==> src/rtl/gmem_rd_arbiter.sv <==
// ---------------------------------------------------------------------------
// gmem_rd_arbiter
//
// Purpose:
//    Shares one read port of global memory between a high-priority video port
//    (port 0) and a general-purpose port (port 1). Exactly one burst is
//    outstanding at a time. Port 0 normally wins, but after MAX_CONSEC
//    back-to-back port-0 grants taken while port 1 was waiting, port 1 is
//    served once so it cannot be starved.
//
// Ports:
//    sys_clock            system clock, rising edge
//    async_reset          asynchronous, active-low reset
//    i_req0 / i_req1      level request per port, held until o_busyN is seen
//    i_addr0 / i_addr1    byte start address of the requested burst
//    i_len0 / i_len1      burst length in bytes
//    o_busy0 / o_busy1    port's transfer accepted and in progress
//    o_data0 / o_data1    read data to port
//    o_valid0 / o_valid1  read beat valid to port
//    i_ready0 / i_ready1  port accepts beat
//    o_maddr / o_mlen     registered memory read address / length in bytes
//    o_mreq               registered memory request
//    i_mbusy              memory accepted the request / burst in progress
//    i_mdata / i_mvalid   memory read beat data / valid
//    o_mready             beat accept to memory
//    o_grant              index of the currently / last granted port
// ---------------------------------------------------------------------------
module gmem_rd_arbiter #(
   parameter int MAX_CONSEC = 4
) (
   input  logic        sys_clock,
   input  logic        async_reset,
   input  logic        i_req0,
   input  logic        i_req1,
   input  logic [31:0] i_addr0,
   input  logic [31:0] i_addr1,
   input  logic [31:0] i_len0,
   input  logic [31:0] i_len1,
   output logic        o_busy0,
   output logic        o_busy1,
   output logic [63:0] o_data0,
   output logic [63:0] o_data1,
   output logic        o_valid0,
   output logic        o_valid1,
   input  logic        i_ready0,
   input  logic        i_ready1,
   output logic [31:0] o_maddr,
   output logic [31:0] o_mlen,
   output logic        o_mreq,
   input  logic        i_mbusy,
   input  logic [63:0] i_mdata,
   input  logic        i_mvalid,
   output logic        o_mready,
   output logic        o_grant
);

   localparam int CW = $clog2(MAX_CONSEC + 1);
   localparam logic [CW-1:0] MAXC = CW'(MAX_CONSEC);

   localparam logic [1:0] S_IDLE  = 2'd0;
   localparam logic [1:0] S_ISSUE = 2'd1;
   localparam logic [1:0] S_XFER  = 2'd2;

   logic [1:0]    r_state;
   logic [31:0]   r_maddr;
   logic [31:0]   r_mlen;
   logic          r_mreq;
   logic          r_grant;
   logic [28:0]   r_beats;
   logic [CW-1:0] r_consec;

   logic          w_consecFull;
   logic          w_win0;
   logic          w_win1;
   logic          w_anyWin;
   logic [31:0]   w_selAddr;
   logic [31:0]   w_selLen;
   logic [28:0]   w_selBeats;
   logic          w_inXfer;
   logic          w_portReady;
   logic          w_beatFire;

   // Arbitration for the IDLE cycle. Port 0 wins unless port 1 is waiting
   // and port 0 has already used up its run of consecutive grants.
   // Beat count is ceil(len/8); bits above bit 31 of len+7 cannot reach the
   // 29-bit result, so a 32-bit sum gives the same value as a wider one.
   always_comb begin
      w_consecFull = (r_consec == MAXC);
      w_win0       = i_req0 && !(i_req1 && w_consecFull);
      w_win1       = !w_win0 && i_req1;
      w_anyWin     = w_win0 || w_win1;
      w_selAddr    = w_win1 ? i_addr1 : i_addr0;
      w_selLen     = w_win1 ? i_len1  : i_len0;
      w_selBeats   = 29'((w_selLen + 32'd7) >> 3);
   end

   // Beat handshake towards memory only exists while a burst is in XFER;
   // memory beats arriving at any other time are neither routed nor counted.
   always_comb begin
      w_inXfer    = (r_state == S_XFER);
      w_portReady = r_grant ? i_ready1 : i_ready0;
      w_beatFire  = w_inXfer && w_portReady && i_mvalid;
   end

   // Main control: grant in IDLE, hold the request in ISSUE until memory
   // takes it, then count accepted beats in XFER. A zero-length grant skips
   // ISSUE and spends a single cycle in XFER with a zero beat count so the
   // port still sees o_busy for one cycle. Leaving XFER always lands in IDLE,
   // which guarantees at least one idle cycle between bursts.
   always_ff @(posedge sys_clock or negedge async_reset) begin
      if (!async_reset) begin
         r_state  <= S_IDLE;
         r_maddr  <= '0;
         r_mlen   <= '0;
         r_mreq   <= 1'b0;
         r_grant  <= 1'b0;
         r_beats  <= '0;
         r_consec <= '0;
      end else begin
         case (r_state)
            S_IDLE: begin
               if (w_anyWin) begin
                  r_maddr <= w_selAddr;
                  r_mlen  <= w_selLen;
                  r_grant <= w_win1;
                  r_beats <= w_selBeats;
                  if (w_win1 || !i_req1) begin
                     r_consec <= '0;
                  end else if (!w_consecFull) begin
                     r_consec <= r_consec + CW'(1);
                  end
                  if (w_selLen == 32'd0) begin
                     r_state <= S_XFER;
                  end else begin
                     r_mreq  <= 1'b1;
                     r_state <= S_ISSUE;
                  end
               end
            end
            S_ISSUE: begin
               if (i_mbusy) begin
                  r_mreq  <= 1'b0;
                  r_state <= S_XFER;
               end
            end
            S_XFER: begin
               if (r_beats == 29'd0) begin
                  r_state <= S_IDLE;
               end else if (w_beatFire) begin
                  r_beats <= r_beats - 29'd1;
                  if (r_beats == 29'd1) begin
                     r_state <= S_IDLE;
                  end
               end
            end
            default: begin
               r_state <= S_IDLE;
               r_mreq  <= 1'b0;
            end
         endcase
      end
   end

   // Output decode from registered state. Data is presented to both ports
   // during XFER; only the granted port gets valid. Everything is zero
   // outside XFER so reset clears every output immediately.
   always_comb begin
      o_maddr  = r_maddr;
      o_mlen   = r_mlen;
      o_mreq   = r_mreq;
      o_grant  = r_grant;
      o_busy0  = w_inXfer && !r_grant;
      o_busy1  = w_inXfer && r_grant;
      o_mready = w_inXfer && w_portReady;
      o_valid0 = w_inXfer && !r_grant && i_mvalid;
      o_valid1 = w_inXfer && r_grant && i_mvalid;
      o_data0  = w_inXfer ? i_mdata : 64'd0;
      o_data1  = w_inXfer ? i_mdata : 64'd0;
   end

endmodule

==> config.mk <==
export PLATFORM = sky130hd
export DESIGN_NAME = gmem_rd_arbiter
export DESIGN_NICKNAME = d
export VERILOG_FILES = /design/src/rtl/gmem_rd_arbiter.sv
export SDC_FILE = /design/constraint.sdc
export NUM_CORES = 1
export LEC_CHECK = 0
export CAP_MARGIN = 20
export CORE_UTILIZATION = 30
export CTS_CLUSTER_DIAMETER = 120
export DETAILED_ROUTE_END_ITERATION = 10
export HOLD_SLACK_MARGIN = 0.06
export PLACE_DENSITY_LB_ADDON = 0.2
export SYNTH_ARGS = -nofsm -noshare
export SYNTH_HDL_FRONTEND = slang
export SYNTH_SLANG_ARGS = --single-unit
==> constraint.sdc <==
create_clock -name sys_clock -period 2.5 [get_ports sys_clock]
set_input_delay 0.5 -clock sys_clock [delete_from_list [all_inputs] [get_ports sys_clock]]
set_output_delay 0.5 -clock sys_clock [all_outputs]
set_load 0.005 [all_outputs]
==> impl_metrics.json, run 1 <==
{
  "cts.clk_slew.worst_paths_ps": 80,
  "worstPathCellList": "nor2b_4 > buf_12 > buf_16 > and2_1 > clkdlybuf4s50_1",
  "grt.overflow.total": 0,
  "busiest_layer": "met2",
  "cp.required_ps": 2000,
  "grt_antenna_before_repair": 1,
  "crit_path_start_kind": "flip-flop",
  "slowest_delay_ps": 520,
  "yosysSeqAreaShare_pct": 34.63,
  "met1_usage_pct": 31.02,
  "status": "complete, no violations",
  "yosys-top-cells-area": "dfrtp_1, buf_4, nand2_1",
  "layout_common_cells": "clkdlybuf4s50_1, buf_4, nand2_1, dfrtp_1, nor2_1",
  "rsz0062_at_grt": "yes",
  "use_met3_pct": 4.323,
  "yosysUniqueCellTypes": 71,
  "irDropWorstVdd_mv": 0.4666,
  "slew_violations": 0,
  "wl_per_cell_um": 18.97,
  "path_class": "reg2out",
  "synth_cells": 909,
  "layout_commonest_cell": "clkdlybuf4s50_1",
  "grt_start_max_net_pins": 81,
  "place_area_sq_um": 12330,
  "grt_pass1_wl_mm": 48.02,
  "finalPower_mw": 10.50,
  "hold_violations": 0,
  "dpl.hpwl_mm": 25.50,
  "multi_input_area_sq_um": 4108,
  "cp_slowest_cell": "clkdlybuf4s50_1",
  "final_cell_area_sq_um": 12940,
  "ys_seq_elements": 100,
  "gr-usage-all-layers_pct": 25.51,
  "grt_pass1_vias": 8364,
  "maxCapViolations": 0,
  "grt.met2_usage_pct": 44.86,
  "drt_wl_total_mm": 32.32,
  "fin_worst_skew_ps": 14.80,
  "first_pass_iters": 8,
  "cts_tree": "yes",
  "vias_per_cell": 5.044,
  "clk_path_buf_depth": 2,
  "drive_above_1_share_pct": 17.98,
  "clock_latency_ps": 370,
  "syn2layout_area_growth_pct": 79.15,
  "portBuffers": 398,
  "final-seq-area_sq_um": 2504,
  "diodes": 0,
  "critPathArrivalTime_ps": 1990,
  "ant_nets": 0,
  "htreeDepth": 3,
  "die_y_um": 157.2,
  "setup_viol": 0,
  "synth_warnings": 0,
  "async_flop_share_pct": 100.0,
  "synth_edf_count": 0,
  "endpoint_kind": "primary output",
  "syn_nets": 1113,
  "clock-root-buffer": "clkbuf_16",
  "vias": 8595,
  "yosysTopAreaCell": "dfrtp_1",
  "floorplan.initialDensity_pct": 30.69,
  "place.gp.congestion": 0.9457,
  "rows": 56,
  "synth_top_area_share_pct": 34.63,
  "power.density_nw_per_um2": 810.8,
  "dieArea_sq_um": 24710,
  "fmax_mhz": 400.8,
  "numCtsBuffers": 9,
  "io_pins": 399,
  "synth.cell_area_sq_um": 7226,
  "worstPathMaxFanout": 33,
  "power_leakage_nw": 6.313,
  "core_area_sq_um": 23540,
  "tightest_slew_ps": 571.4,
  "hold_ws_ps": 87.39,
  "hp-class": "in2async",
  "finalNetCount": 1584,
  "remaining_drc_errors": 0,
  "die_x_um": 157.2,
  "nFillCells": 2205,
  "avgSynthCellArea_sq_um": 7.949,
  "slew_headroom_pct": 61.55,
  "clkSinkCount": 100,
  "drt-initial-drc-count": 666,
  "ys.flop_type": "dfrtp_1",
  "layout_worst_path_cycle_share_pct": 99.79,
  "min_period_ps": 2495
}
## routing by layer
layer  wire length [um]  part of all wire, %
met1              13040                   40
met2              16150                   50
met3               2211                  6.8
met4                903                  2.8
met5                 10                0.031
## per-stage QoR
| stage | util (%) | setup TNS [ps] | setup WS [ps] | instances |
|---|---|---|---|---|
| 2_1_floorplan | - | 0 | 254.5 | 909 |
| 3_3_place_gp | 52.39 | -8784 | -382.5 | 1682 |
| 3_5_place_dp | 52.39 | -10640 | -408.7 | 1682 |
| 4_1_cts | 53.77 | -516.5 | -40.09 | 1700 |
| 5_1_grt | 54.99 | -720.1 | -58.74 | 1704 |
| 6_report | 54.99 | 0 | 5.251 | 1704 |
## cells by family (layout without fill, tap and decap cells)
kind of cell    Yosys count  count (layout)  share of synthesized area [%]
simple gates            415             415                          28.83
compound gates          209             209                          18.53
buf+inv                 127             603                          10.20
flops                   100             100                          34.63
xor+xnor                 27              27                          3.273
mux                      27              27                          3.844
fa+ha+maj                 4               4                         0.6927
## final cells by class
class / instances / area share, %
Clock buffer: 9 / 1.740
Clock inverter: 7 / 0.5123
Inverter: 10 / 0.2900
Multi-Input combinational cell: 682 / 31.73
Sequential cell: 100 / 19.34
Tap cell: 319 / 3.083
Timing Repair Buffer: 577 / 43.30
## cell usage after synthesis, drive strengths merged (3+ instances only)
master / number
and3: 9
nand2: 126
a211oi: 4
mux2: 3
o221ai: 6
nor3: 26
ha: 4
o211ai: 5
o22ai: 3
buf: 79
a21o: 5
a31oi: 45
nor4: 23
nand2b: 3
or4: 7
o21ai: 68
a41oi: 3
nand4: 24
dfrtp: 100
a22oi: 4
xnor2: 7
and2: 73
nor2: 86
or3: 5
or2: 4
clkbuf: 38
a32oi: 3
xor2: 20
o21a: 3
o31ai: 3
o311ai: 4
mux2i: 24
o2111a: 3
a21oi: 31
inv: 10
a221oi: 5
nand3: 20
## worst max-delay path, delay by kind of cell, from the launching register on
kind	cells	cell delay, ps
flops	1	460
buf+inv	3	830
simple gates	2	330
## state kept, by name, indices dropped and copies added (netlist names)
| register | count |
|---|---|
| r_beats | 29 |
| o_maddr | 32 |
| r_state | 2 |
| r_consec | 3 |
| o_mlen | 32 |
| o_grant | 1 |
| o_mreq | 1 |
## final timing paths
kind,startpoint,to,slack (ps),depth (start not counted)
hold / removal,async_reset,o_mlen[12],90,1
setup reg to reg,r_consec[0],r_beats[28],60,8
max in group asynchronous,async_reset,o_mlen[16],1740,2
hold reg to reg,o_mlen[8],o_mlen[8],480,2
min in group sys_clock,o_mlen[8],o_mlen[8],480,2
setup / recovery,r_state[0],o_data0[47],5,5
## where the power goes
| part | internal (mW) | switching (mW) | total [mW] |
|---|---|---|---|
| sequential | 2.42 | 0.587 | 3.01 |
| clock | 0.699 | 0.723 | 1.42 |
| combinational | 3.33 | 2.74 | 6.06 |
## timing repair
item | in CTS | in global routing
hold endpoints to repair | 0 | 0
endpoints found under the setup margin | 41 | 98
setup buffers | 1 | 3
gates cloned | 1 | 2
hold buffers | 0 | 0
pin swaps | 1 | 3
gates resized for setup | 46 | 79
Power figures use the tool's default switching activity.
==> run 2, diff against run 1 <==
--- a/config.mk
+++ b/config.mk
@@ -6,9 +6,11 @@
 export NUM_CORES = 1
 export LEC_CHECK = 0
 export CAP_MARGIN = 20
-export CORE_UTILIZATION = 30
+export CORE_AREA = 2 2 155 157
 export CTS_CLUSTER_DIAMETER = 120
 export DETAILED_ROUTE_END_ITERATION = 10
+export DIE_AREA = 0 0 157 159
+export GPL_ROUTABILITY_DRIVEN = 0
 export HOLD_SLACK_MARGIN = 0.06
 export PLACE_DENSITY_LB_ADDON = 0.2
 export SYNTH_ARGS = -nofsm -noshare
==> impl_metrics.json, run 2 (synthesis gave the netlist of run 1 again) <==
{
  "numCtsBuffers": 9,
  "status": "complete, no violations",
  "rows": 56,
  "fmax_mhz": 401.0,
  "gr-usage-all-layers_pct": 23.97,
  "ctsHoldBuffers": 0,
  "vias": 8658,
  "setup_ws_ps": 6.523,
  "hold_violations": 0,
  "min_period_ps": 2493,
  "slowest_delay_ps": 580,
  "cpLargestDelayFamily": "buffers and inverters",
  "grt_pass1_vias": 8204,
  "slew_violations": 0,
  "dieArea_sq_um": 24960,
  "layout_common_cells": "clkdlybuf4s50_1, buf_4, nand2_1, dfrtp_1, nor2_1",
  "irDropWorstVdd_mv": 0.4320,
  "maxCapViolations": 0,
  "finalPower_mw": 10.55,
  "hold_ws_ps": 205.0,
  "floorplan.initialDensity_pct": 31.16,
  "die_y_um": 159,
  "instances_no_fill": 1690,
  "first_pass_iters": 7,
  "critPathArrivalTime_ps": 1990,
  "layout_worst_path_cycle_share_pct": 99.74,
  "dpl.cell_count": 1670,
  "core_area_sq_um": 23190,
  "tightest_slew_ps": 559.8,
  "power.density_nw_per_um2": 826.9,
  "syn2layout_area_growth_pct": 76.59,
  "endpoint_kind": "primary output",
  "portBuffers": 398,
  "drt-initial-drc-count": 635,
  "slew_headroom_pct": 62.68,
  "clock-root-buffer": "clkbuf_16",
  "r2r-start": "r_consec[0]",
  "layout_commonest_cell": "clkdlybuf4s50_1",
  "cp_num_buf_inv": 3,
  "setup_viol": 0,
  "io_pins": 399,
  "vias_per_cell": 5.123,
  "worstPathCellList": "nor2b_4 > buf_12 > clkbuf_16 > and2_1 > clkdlybuf4s50_1",
  "crit_start": "r_state[0]",
  "path_class": "reg2out",
  "htreeDepth": 3,
  "cp.required_ps": 2000,
  "dpl.hpwl_mm": 24.80,
  "hp-class": "in2async",
  "cts.clk_slew.worst_paths_ps": 70,
  "rsz0062_at_grt": "yes",
  "drt_wl_total_mm": 31.83,
  "finalNetCount": 1571,
  "setup_tns_ps": 0,
  "power_leakage_nw": 5.482,
  "cts_tree": "yes",
  "grt_start_max_net_pins": 101,
  "die_x_um": 157,
  "fin_worst_skew_ps": 8.023,
  "remaining_drc_errors": 0,
  "wl_per_cell_um": 18.83,
  "grt.overflow.total": 0,
  "grt_pass1_wl_mm": 46.51,
  "worstPathMaxFanout": 16,
  "clkSinkCount": 100,
  "ant_nets": 0,
  "grt_antenna_before_repair": 0,
  "dp_slack_ps": -527.4,
  "clock_latency_ps": 360,
  "crit_path_start_kind": "flip-flop",
  "cp_slowest_cell": "clkdlybuf4s50_1",
  "drive_above_1_share_pct": 16.78,
  "clk_path_buf_depth": 2,
  "diodes": 0
}
run 2: cell types whose count changed in the layout (fill, tap and decap cells not counted), moves of 3 or more:
| cell | previous run | this run |
|---|---|---|
| buf_4 | 166 | 155 |
| buf_12 | 9 | 6 |
| nor4_1 | 16 | 19 |
| clkdlybuf4s50_1 | 307 | 373 |
| dlymetal6s2s_1 | 56 | 17 |
| dlygate4sd2_1 | 34 | 7 |
| and2_1 | 56 | 65 |
| nor4_2 | 6 | 3 |
| and2_4 | 15 | 7 |
run 2: worst register-to-register path: cells and delay by family (launching register included):
family,cells,cell delay (ps)
adder cells (fa/ha/maj),1,220
buffers and inverters,2,240
AO/OA/AOI/OAI,4,900
AND/OR/NAND/NOR,2,590
flip-flops,1,380
run 2: repair_timing:
action | in CTS | in global routing
gates resized for setup | 12 | 45
gates cloned | 0 | 3
pin swaps | 0 | 3
setup buffers | 0 | 2
setup endpoints to repair | 45 | 117
run 2: metal layers:
metal  vias up  wire (um)  global-route usage [%]
met4         0       1348                   10.76
met3        76       2760                   5.171
met5         -          0                       0
li1       4116          -                       -
met1      4011      12020                   27.70
met2       455      15690                   42.13
run 2: area by class of cell:
class,count,area (sq um)
Fill cell,2143,10430
Timing Repair Buffer,564,5398
Multi-Input combinational cell,682,4123
Sequential cell,100,2504
Tap cell,319,399.1
Clock buffer,10,239.0
Clock inverter,5,60.06
Inverter,10,37.54
run 2: through the flow:
step	instance area (sq um)	utilization (%)
final	12760	55.02
after global routing	12760	55.02
after CTS	12500	53.91
after detailed placement	12210	52.63
after global placement	12210	52.63
after floorplan	7226	-
run 2: power by group:
group / switching (mW) / leakage (nW) / internal, mW / total, mW
clock: 0.669 / 0.145 / 0.803 / 1.47
sequential: 0.589 / 1.18 / 2.42 / 3.01
combinational: 2.74 / 4.16 / 3.33 / 6.07
total: 4.00 / 5.48 / 6.55 / 10.6
run 2: worst paths after layout:
kind | end | slack, ps | cells after the start
max in group asynchronous | r_state[0] | 1840 | 2
max reg2reg | r_beats[28] | 80 | 9
min reg2reg | o_mlen[22] | 480 | 2
min in group sys_clock | o_mlen[22] | 480 | 2
max | o_data1[19] | 7 | 5
min | o_maddr[13] | 210 | 2
